**src/rtl/uc_multiciclo_ws_pkg.sv**
```systemverilog
// Shared encodings for the multicycle MIPS control unit with memory wait states.
// State codes are exported on the State debug port and must stay fixed.
package uc_pkg;

   typedef enum logic [3:0] {
      S_RESET     = 4'd0,
      S_FETCH     = 4'd1,
      S_DECODE    = 4'd2,
      S_MEM_ADDR  = 4'd3,
      S_LW_READ   = 4'd4,
      S_LW_WB     = 4'd5,
      S_SW_WRITE  = 4'd6,
      S_R_EXEC    = 4'd7,
      S_R_WB      = 4'd8,
      S_ADDI_EXEC = 4'd9,
      S_ADDI_WB   = 4'd10,
      S_BRANCH    = 4'd11,
      S_JUMP      = 4'd12,
      S_LUI_WB    = 4'd13,
      S_EXC_OPC   = 4'd14,
      S_EXC_OVF   = 4'd15
   } state_t;

   localparam int unsigned WAIT_CNT_W = 4;

   localparam logic [5:0] OP_RTYPE = 6'h00;
   localparam logic [5:0] OP_J     = 6'h02;
   localparam logic [5:0] OP_BEQ   = 6'h04;
   localparam logic [5:0] OP_BNE   = 6'h05;
   localparam logic [5:0] OP_ADDI  = 6'h08;
   localparam logic [5:0] OP_LUI   = 6'h0F;
   localparam logic [5:0] OP_LW    = 6'h23;
   localparam logic [5:0] OP_SW    = 6'h2B;

   localparam logic [5:0] FN_ADD   = 6'h20;
   localparam logic [5:0] FN_SUB   = 6'h22;

   localparam logic [2:0] ALU_ADD   = 3'b000;
   localparam logic [2:0] ALU_SUB   = 3'b001;
   localparam logic [2:0] ALU_FUNCT = 3'b010;

   localparam logic [1:0] B_REG     = 2'b00;
   localparam logic [1:0] B_FOUR    = 2'b01;
   localparam logic [1:0] B_SEXT    = 2'b10;
   localparam logic [1:0] B_SEXT_SH = 2'b11;

   localparam logic [1:0] PC_ALU    = 2'b00;
   localparam logic [1:0] PC_ALUOUT = 2'b01;
   localparam logic [1:0] PC_JUMP   = 2'b10;
   localparam logic [1:0] PC_EXC    = 2'b11;

   localparam logic [1:0] M2R_ALUOUT = 2'b00;
   localparam logic [1:0] M2R_MDR    = 2'b01;
   localparam logic [1:0] M2R_LUI    = 2'b10;

endpackage

```
**src/rtl/uc_multiciclo_ws_wait_counter.sv**
```systemverilog
// Memory wait-state counter: counts up while enabled, flags done at MEM_WAIT.
// Cleared by the control unit whenever the FSM changes state.
module uc_wait_counter
   import uc_pkg::*;
#(
   parameter int unsigned MEM_WAIT = 1
) (
   input  logic clock,
   input  logic reset,
   input  logic clear,
   input  logic enable,
   output logic done
);

   logic [WAIT_CNT_W-1:0] count_q, count_d;

   assign done = (count_q == WAIT_CNT_W'(MEM_WAIT));

   always_comb begin
      count_d = count_q;
      if (clear) begin
         count_d = '0;
      end else if (enable && !done) begin
         count_d = count_q + 1'b1;
      end
   end

   always_ff @(posedge clock) begin
      if (!reset) begin
         count_q <= '0;
      end else begin
         count_q <= count_d;
      end
   end

endmodule

```
**src/rtl/uc_multiciclo_ws.sv**
```systemverilog
// Multicycle MIPS control unit (Moore FSM) with memory wait states, addi and
// precise exceptions (overflow / invalid opcode) that save EPC and vector.
module uc_multiciclo_ws
   import uc_pkg::*;
#(
   parameter int unsigned MEM_WAIT = 1,
   parameter int unsigned STATE_W  = 6,
   parameter bit          EXC_EN   = 1'b1
) (
   input  logic               clock,
   input  logic               reset,
   input  logic [5:0]         OPcode,
   input  logic [5:0]         funct,
   input  logic               Overflow,
   output logic               EscreveMem,
   output logic               EscreveMDR,
   output logic               EscreveIR,
   output logic               EscrevePC,
   output logic               EscrevePCCondEQ,
   output logic               EscrevePCCondNE,
   output logic               EscreveAluOut,
   output logic               EscreveReg,
   output logic               EscreveEPC,
   output logic               IouD,
   output logic               RegDst,
   output logic               OrigAALU,
   output logic [1:0]         OrigBALU,
   output logic [2:0]         OpAlu,
   output logic [1:0]         MemparaReg,
   output logic [1:0]         OrigPC,
   output logic [STATE_W-1:0] State
);

   state_t state_q, state_d;
   logic   exc_phase_q, exc_phase_d;
   logic   wait_en;
   logic   wait_done;

   uc_wait_counter #(
      .MEM_WAIT(MEM_WAIT)
   ) u_wait (
      .clock (clock),
      .reset (reset),
      .clear (state_d != state_q),
      .enable(wait_en),
      .done  (wait_done)
   );

   assign State = STATE_W'(state_q);

   always_comb begin
      state_d         = state_q;
      exc_phase_d     = 1'b0;
      wait_en         = 1'b0;
      EscreveMem      = 1'b0;
      EscreveMDR      = 1'b0;
      EscreveIR       = 1'b0;
      EscrevePC       = 1'b0;
      EscrevePCCondEQ = 1'b0;
      EscrevePCCondNE = 1'b0;
      EscreveAluOut   = 1'b0;
      EscreveReg      = 1'b0;
      EscreveEPC      = 1'b0;
      IouD            = 1'b0;
      RegDst          = 1'b0;
      OrigAALU        = 1'b0;
      OrigBALU        = B_REG;
      OpAlu           = ALU_ADD;
      MemparaReg      = M2R_ALUOUT;
      OrigPC          = PC_ALU;

      case (state_q)
         S_RESET: state_d = S_FETCH;

         S_FETCH: begin
            wait_en = 1'b1;
            if (wait_done) begin
               EscreveIR = 1'b1;
               EscrevePC = 1'b1;
               OrigBALU  = B_FOUR;
               state_d   = S_DECODE;
            end
         end

         S_DECODE: begin
            OrigBALU      = B_SEXT_SH;
            EscreveAluOut = 1'b1;
            case (OPcode)
               OP_RTYPE:     state_d = S_R_EXEC;
               OP_LW, OP_SW: state_d = S_MEM_ADDR;
               OP_BEQ, OP_BNE: state_d = S_BRANCH;
               OP_J:         state_d = S_JUMP;
               OP_LUI:       state_d = S_LUI_WB;
               OP_ADDI:      state_d = S_ADDI_EXEC;
               default:      state_d = EXC_EN ? S_EXC_OPC : S_FETCH;
            endcase
         end

         S_MEM_ADDR: begin
            OrigAALU      = 1'b1;
            OrigBALU      = B_SEXT;
            EscreveAluOut = 1'b1;
            state_d       = (OPcode == OP_LW) ? S_LW_READ : S_SW_WRITE;
         end

         S_LW_READ: begin
            IouD    = 1'b1;
            wait_en = 1'b1;
            if (wait_done) begin
               EscreveMDR = 1'b1;
               state_d    = S_LW_WB;
            end
         end

         S_LW_WB: begin
            MemparaReg = M2R_MDR;
            EscreveReg = 1'b1;
            state_d    = S_FETCH;
         end

         S_SW_WRITE: begin
            IouD       = 1'b1;
            EscreveMem = 1'b1;
            wait_en    = 1'b1;
            if (wait_done) state_d = S_FETCH;
         end

         S_R_EXEC: begin
            OrigAALU      = 1'b1;
            OpAlu         = ALU_FUNCT;
            EscreveAluOut = 1'b1;
            // Only signed add/sub trap; unsigned variants overflow silently.
            if (EXC_EN && Overflow && (funct == FN_ADD || funct == FN_SUB)) begin
               state_d = S_EXC_OVF;
            end else begin
               state_d = S_R_WB;
            end
         end

         S_R_WB: begin
            RegDst     = 1'b1;
            EscreveReg = 1'b1;
            state_d    = S_FETCH;
         end

         S_ADDI_EXEC: begin
            OrigAALU      = 1'b1;
            OrigBALU      = B_SEXT;
            EscreveAluOut = 1'b1;
            state_d       = (EXC_EN && Overflow) ? S_EXC_OVF : S_ADDI_WB;
         end

         S_ADDI_WB: begin
            EscreveReg = 1'b1;
            state_d    = S_FETCH;
         end

         S_BRANCH: begin
            OrigAALU        = 1'b1;
            OpAlu           = ALU_SUB;
            OrigPC          = PC_ALUOUT;
            EscrevePCCondEQ = (OPcode == OP_BEQ);
            EscrevePCCondNE = (OPcode == OP_BNE);
            state_d         = S_FETCH;
         end

         S_JUMP: begin
            OrigPC    = PC_JUMP;
            EscrevePC = 1'b1;
            state_d   = S_FETCH;
         end

         S_LUI_WB: begin
            MemparaReg = M2R_LUI;
            EscreveReg = 1'b1;
            state_d    = S_FETCH;
         end

         // Two-cycle trap: EPC <= PC-4 first, then load the vector into PC.
         S_EXC_OPC, S_EXC_OVF: begin
            if (!exc_phase_q) begin
               OrigBALU    = B_FOUR;
               OpAlu       = ALU_SUB;
               EscreveEPC  = 1'b1;
               exc_phase_d = 1'b1;
            end else begin
               OrigPC    = PC_EXC;
               EscrevePC = 1'b1;
               state_d   = S_FETCH;
            end
         end

         default: state_d = S_RESET;
      endcase
   end

   always_ff @(posedge clock) begin
      if (!reset) begin
         state_q     <= S_RESET;
         exc_phase_q <= 1'b0;
      end else begin
         state_q     <= state_d;
         exc_phase_q <= exc_phase_d;
      end
   end

endmodule

```
**config.mk**
```make
export PLATFORM = sky130hd
export DESIGN_NAME = uc_multiciclo_ws
export DESIGN_NICKNAME = d
export VERILOG_FILES = /design/src/rtl/uc_multiciclo_ws_pkg.sv /design/src/rtl/uc_multiciclo_ws_wait_counter.sv /design/src/rtl/uc_multiciclo_ws.sv
export SDC_FILE = /design/constraint.sdc
export NUM_CORES = 1
export LEC_CHECK = 0
export CAP_MARGIN = 20
export CORE_AREA = 10 10 85 50
export CTS_CLUSTER_DIAMETER = 150
export DETAILED_ROUTE_END_ITERATION = 12
export DIE_AREA = 0 0 95 60
export PLACE_DENSITY = 0.74
export SYNTH_ARGS = -nofsm -noshare
export SYNTH_HDL_FRONTEND = slang
export SYNTH_SLANG_ARGS = --single-unit
```
**constraint.sdc**
```tcl
create_clock -name clock -period 7.3 [get_ports clock]
set_input_delay 1.46 -clock clock [delete_from_list [all_inputs] [get_ports clock]]
set_output_delay 1.46 -clock clock [all_outputs]
set_load 0.005 [all_outputs]
```
# Yosys cells after proc, flatten, opt, wreduce, memory -nomap -nowiden

Index checks and enable logic that the tools add are counted.

Register bits after elaboration: 9
Bits in latches: 0
RAM bits: 0
ROM bits: 0
Output and inout bits: 27
Logic and storage cells: 81
Memories kept: 0

Add/subtract/negate cells: 1
Multipliers: 0
Div/mod/pow operators: 0
$lt $le $gt $ge: 0
Equality and inequality tests: 26
Shift-type cells: 0
Mux-type cells: 33
Bitwise logic cells: 1
Reductions and logical operators: 17

Operators by type and width:

| operator            | number |
|---|---|
| $pmux 4 s9          | 1 |
| $eq 4x4->1 const B  | 8 |
| $eq 6x6->1 const B  | 4 |
| $pmux 4 s6          | 1 |
| $mux 1              | 18 |
| $eq 4x3->1 const B  | 4 |
| $mux 4              | 4 |
| $eq 6x3->1 const B  | 2 |
| $eq 6x4->1 const B  | 2 |
| $pmux 2 s3          | 2 |
| $reduce_or 2->1     | 6 |
| $reduce_or 4->1     | 3 |
| $eq 4x1->1 const B  | 2 |
| $eq 4x2->1 const B  | 2 |
| $pmux 2 s4          | 1 |
| $reduce_or 7->1     | 1 |
| $eq 6x2->1 const B  | 1 |
| $logic_not 6->1     | 1 |
| $mux 3              | 2 |
| $add 4x1->4 const B | 1 |
| $logic_not 4->1     | 1 |
| $mux 2              | 2 |
| $ne 4x4->1          | 1 |
| $pmux 2 s2          | 1 |
| 6 further kinds     | 7 |

# Longest topological paths before layout

Depth in word-level cells: 7
Mapped depth: 8
Depth with buffers taken out: 8

# Cells and area by module

A second synthesis with hierarchy kept.

Cells, all modules: 157
Area total of the unflattened synthesis: 1101.1 um2

Modules (own cells, without submodules):

| module           | instances | cells an instance | area an instance (um2) | sequential area each (um2) |
|---|---|---|---|---|
| uc_multiciclo_ws | 1         | 133               | 885.8                  | 100.1 |
| uc_wait_counter  | 1         | 24                | 215.2                  | 80.1 |

# Least setup slack after synthesis

Ideal clock, no wire load.

Path kind: input port to output port
From: input OPcode[5]
To: output EscrevePCCondEQ
Arrival: 2.162 ns
Required time: 5.840 ns
Path slack: 3.678 ns
Stages: 4
Path buffers: 1
Cell sequence: buf_4 nor4b_1 nand3_1 nor2_1

Cells in the longest elaborated chain, start to end: 2

Ends and longest elaborated chain:

| item            | line                    | text |
|---|---|---|
| start, declared | uc_multiciclo_ws.sv:12  | `input logic [5:0] OPcode,` |
| $eq 6x3->1      | uc_multiciclo_ws.sv:162 | `EscrevePCCondEQ = (OPcode == OP_BEQ);` |
| $mux 1          | uc_multiciclo_ws.sv:72  | `case (state_q)` |
| end, declared   | uc_multiciclo_ws.sv:19  | `output logic EscrevePCCondEQ,` |

Every way passes these cells.

# Final worst setup path

From: input OPcode[2]
To: output EscrevePCCondEQ

Same word-level chain as after synthesis.

==> impl_metrics.env <==
export IMPL_first_global_vias=1147
export IMPL_final_nets=198
export IMPL_finalWirelength_um=3700
export IMPL_timing_hold_ws_ns=0.580
export IMPL_grt_first_pass_wirelength_um=5740
export IMPL_reg2reg_setup_slack_ns=4.66
export IMPL_place_gp_congestion=0.860
export IMPL_hold_path_depth=2
export IMPL_tritoncts="done"
export IMPL_hold_ep="u_wait.count_q[3]"
export IMPL_synth_seq_area_share_pct=16.6
export IMPL_hold_path_class="reg -> reg"
export IMPL_timing_hold_violations_final=0
export IMPL_crit_top_cell="sky130_fd_sc_hd__clkdlybuf4s50_1"
export IMPL_synth_distinct_cells=49
export IMPL_layout_cell_share_with_drive_strength_beyond_1_pct=10.0
export IMPL_drv_max_cap_violation_count=0
export IMPL_area_delta_synth_final_pct=34.1
export IMPL_hold_path_startpoint="u_wait.count_q[3]"
export IMPL_timing_setup_critical_path_class="in -> out"
export IMPL_slowest_stage_delay_cp_ns=0.64
export IMPL_synthesis_instances=150
export IMPL_stdcell_area_um2=1460
export IMPL_crit_path_cell_trace="clkdlybuf4s50_1 -> nor4b_1 -> nand3_1 -> nor2_1 -> clkdlybuf4s50_1"
export IMPL_numCtsBuffers=3
export IMPL_boundaryPins=42
export IMPL_cts_repair_timing_setup_buffer_count=0
export IMPL_met1_layer_usage_reported_by_global_route_pct=15.9
export IMPL_globalRouteMet3Util_pct=4.63
export IMPL_number_of_antenna_violations_at_the_first_check_in_global_routing=0
export IMPL_start_util_pct=38.3
export IMPL_ir_drop_mv=0.107
export IMPL_power_total_uw=371
export IMPL_post_cts_clock_slew_at_the_launch_and_capture_registers_of_the_worst_setup_and_hold_paths_ns=0.04
export IMPL_layout_filler_cells=292
export IMPL_final_setup_skew_ns=0.000224
export IMPL_placeableCoreArea_um2=2840
export IMPL_static_leakage_power_nw=0.534
export IMPL_globalRouteMet2Util_pct=19.4
export IMPL_min_period_over_period_pct=65.6
export IMPL_fin_tns_setup_ns=0
export IMPL_synth_edf_count=0
export IMPL_die_h_um=60
export IMPL_synth_ff_type="sky130_fd_sc_hd__dfxtp_1"
export IMPL_worst_r2r_endpoint="u_wait.count_q[2]"
export IMPL_outcome="complete, no violations"
export IMPL_finish_utilization_pct=51.4
export IMPL_n_antenna_cell=0
export IMPL_mean_instance_size_in_the_synthesized_netlist_um2=7.25
export IMPL_detail_route_iter0_violations=165
export IMPL_slew_headroom_pct=48.0
export IMPL_power_per_cell_area_nw_per_um2=254
export IMPL_die_w_um=95
export IMPL_dp_hpwl_um=2830
export IMPL_grt_start_max_net_pins=25
export IMPL_post_dr_wirelength_cell_um=16.8
export IMPL_grt_busiest_layer="met2"
export IMPL_antenna_left=0
export IMPL_worst_ep_required_time_ns=5.84
export IMPL_crit_path_top_delay_cell="sky130_fd_sc_hd__clkdlybuf4s50_1"
export IMPL_clockRootBuffer="sky130_fd_sc_hd__clkbuf_8"
export IMPL_place_area_um2=1410
export IMPL_setup_repair_after_global_routing_missed_its_margin="no"
export IMPL_count_of_final_setup_violators=0
export IMPL_viasPerCell=5.78
export IMPL_cp_max_fo=9
export IMPL_final_period_minus_worst_setup_slack_ns=4.79
export IMPL_design_die_area_um2=5700
export IMPL_cts_htree_levels=1
export IMPL_netlist_area_um2=1090
export IMPL_number_of_warnings_issued_by_yosys=0
export IMPL_slew_viol_final=0
export IMPL_placementRows=14
export IMPL_clock_sink_count=9
export IMPL_remaining_drc_errors=0
export IMPL_post_cts_resized_instances=0
export IMPL_synth_async_sr_flop_share_pct=0
export IMPL_cts_hold_buffers_added=0
export IMPL_routed_via_count=1272
export IMPL_placement_io_buffers=37
export IMPL_r2r_start="state_q[1]"
export IMPL_ys_ff_latch=9
export IMPL_max_slew_worst_pin_slew_ns=0.778
export IMPL_grt_ovfl_total=0
export IMPL_firstDrtPassIters=5
export IMPL_max_freq_mhz=209
export IMPL_crit_arrival_ns=3.33
export IMPL_start_kind="input port"
export IMPL_number_of_cells_on_the_worst_reg_to_reg_path=6
export IMPL_clock_insertion_delay_worst_skew_ns=0.23
export IMPL_max_clock_path_buffers=2
export IMPL_grt_use_total_pct=12.3
export IMPL_end_kind="primary output"
[metal layers]
layer | wire length (um) | vias to the layer above
met5 | 0 | -
met1 | 1580 | 580
met3 | 517 | 6
met2 | 1570 | 89
li1 | - | 597
met4 | 34 | 0
[report_power, final]
| group | switching (mW) | internal, mW | total (mW) |
|---|---|---|---|
| registers | 0.0409 | 0.0601 | 0.101 |
| clock network | 0.0194 | 0.0380 | 0.0575 |
| logic | 0.105 | 0.107 | 0.212 |
| total | 0.165 | 0.205 | 0.371 |
[Yosys cell counts, types with 2 or more instances]
cell type,instances,area [um2]
sky130_fd_sc_hd__o21ai_0,9,45.0
sky130_fd_sc_hd__or3_1,2,12.5
sky130_fd_sc_hd__o31ai_1,3,22.5
sky130_fd_sc_hd__nand3_1,4,20.0
sky130_fd_sc_hd__clkbuf_1,4,15.0
sky130_fd_sc_hd__nand2_1,10,37.5
sky130_fd_sc_hd__nor4b_1,2,17.5
sky130_fd_sc_hd__mux2i_1,2,20.0
sky130_fd_sc_hd__a31oi_1,3,18.8
sky130_fd_sc_hd__mux2_2,2,22.5
sky130_fd_sc_hd__clkbuf_8,2,27.5
sky130_fd_sc_hd__nand2b_1,7,43.8
sky130_fd_sc_hd__buf_6,2,22.5
sky130_fd_sc_hd__nor3_1,8,40.0
sky130_fd_sc_hd__o22ai_1,2,12.5
sky130_fd_sc_hd__and2b_2,2,17.5
sky130_fd_sc_hd__and3_1,4,25.0
sky130_fd_sc_hd__nor4_1,2,12.5
sky130_fd_sc_hd__nor2_1,17,63.8
sky130_fd_sc_hd__inv_1,7,26.3
sky130_fd_sc_hd__a211o_1,2,17.5
sky130_fd_sc_hd__nor3b_1,5,37.5
sky130_fd_sc_hd__a21oi_1,9,45.0
sky130_fd_sc_hd__ha_1,2,25.0
sky130_fd_sc_hd__buf_4,6,45.0
sky130_fd_sc_hd__dfxtp_1,9,180
[cell usage in the layout (no fill, tap or decap), drive strengths merged, types with 4 or more instances in the layout]
| cell type | count |
|---|---|
| a21oi | 9 |
| and3 | 4 |
| clkbuf | 4 |
| clkdlybuf4s50 | 37 |
| dfxtp | 9 |
| inv | 7 |
| nand2 | 10 |
| nand2b | 7 |
| nand3 | 4 |
| nor2 | 17 |
| nor3 | 8 |
| nor3b | 5 |
| o21ai | 9 |
| or3 | 4 |
[cell families (layout without fill, tap and decap cells)]
group,Yosys count,after routing,synth area share [%]
other,1,3,0.345
AOI/OAI and AO/OA,36,36,23.0
and+or+nand+nor,75,75,39.7
xor gates and xnor gates,2,2,1.61
buffers and inverters,21,49,12.5
muxes,4,4,3.91
DFF,9,9,16.6
adders and majority gates,2,2,2.30
[cell type report]
type	count	area, um2	area share, %
flip-flops and latches	9	180	12.4
multi-input cells	122	778	53.4
inverters	7	26.3	1.80
clock buffers	4	45.0	3.09
repair buffers	38	378	25.9
well taps	40	50.0	3.43
[flip-flops by register name, summed over array words and instances (netlist names)]
| name | flops |
|---|---|
| state_q | 4 |
| exc_phase_q | 1 |
| u_wait.count_q | 4 |
[through the flow]
| stage | setup slack, ns | cells |
|---|---|---|
| floorplan | 3.68 | 152 |
| global placement | 2.60 | 216 |
| detailed placement | 2.54 | 216 |
| CTS | 2.52 | 220 |
| global route | 2.39 | 220 |
| finish | 2.51 | 220 |
[worst max-delay path, delay by kind of cell]
family                 cells  cell delay, ns
AND/OR/NAND/NOR            3            0.71
buffers and inverters      2            1.15
[worst max-delay path by stage]
| stage | start | endpoint | slack (ns) | depth (start not counted) |
|---|---|---|---|---|
| 2_1_floorplan | OPcode[5] | EscrevePCCondEQ | 3.68 | 4 |
| 3_3_place_gp | OPcode[2] | EscrevePCCondEQ | 2.60 | 5 |
| 3_5_place_dp | OPcode[2] | EscrevePCCondEQ | 2.54 | 5 |
| 4_1_cts | OPcode[2] | EscrevePCCondEQ | 2.52 | 5 |
| 5_1_grt | OPcode[2] | EscrevePCCondNE | 2.39 | 5 |
| 6_report | OPcode[2] | EscrevePCCondEQ | 2.51 | 5 |
Power figures use the tool's default switching activity.
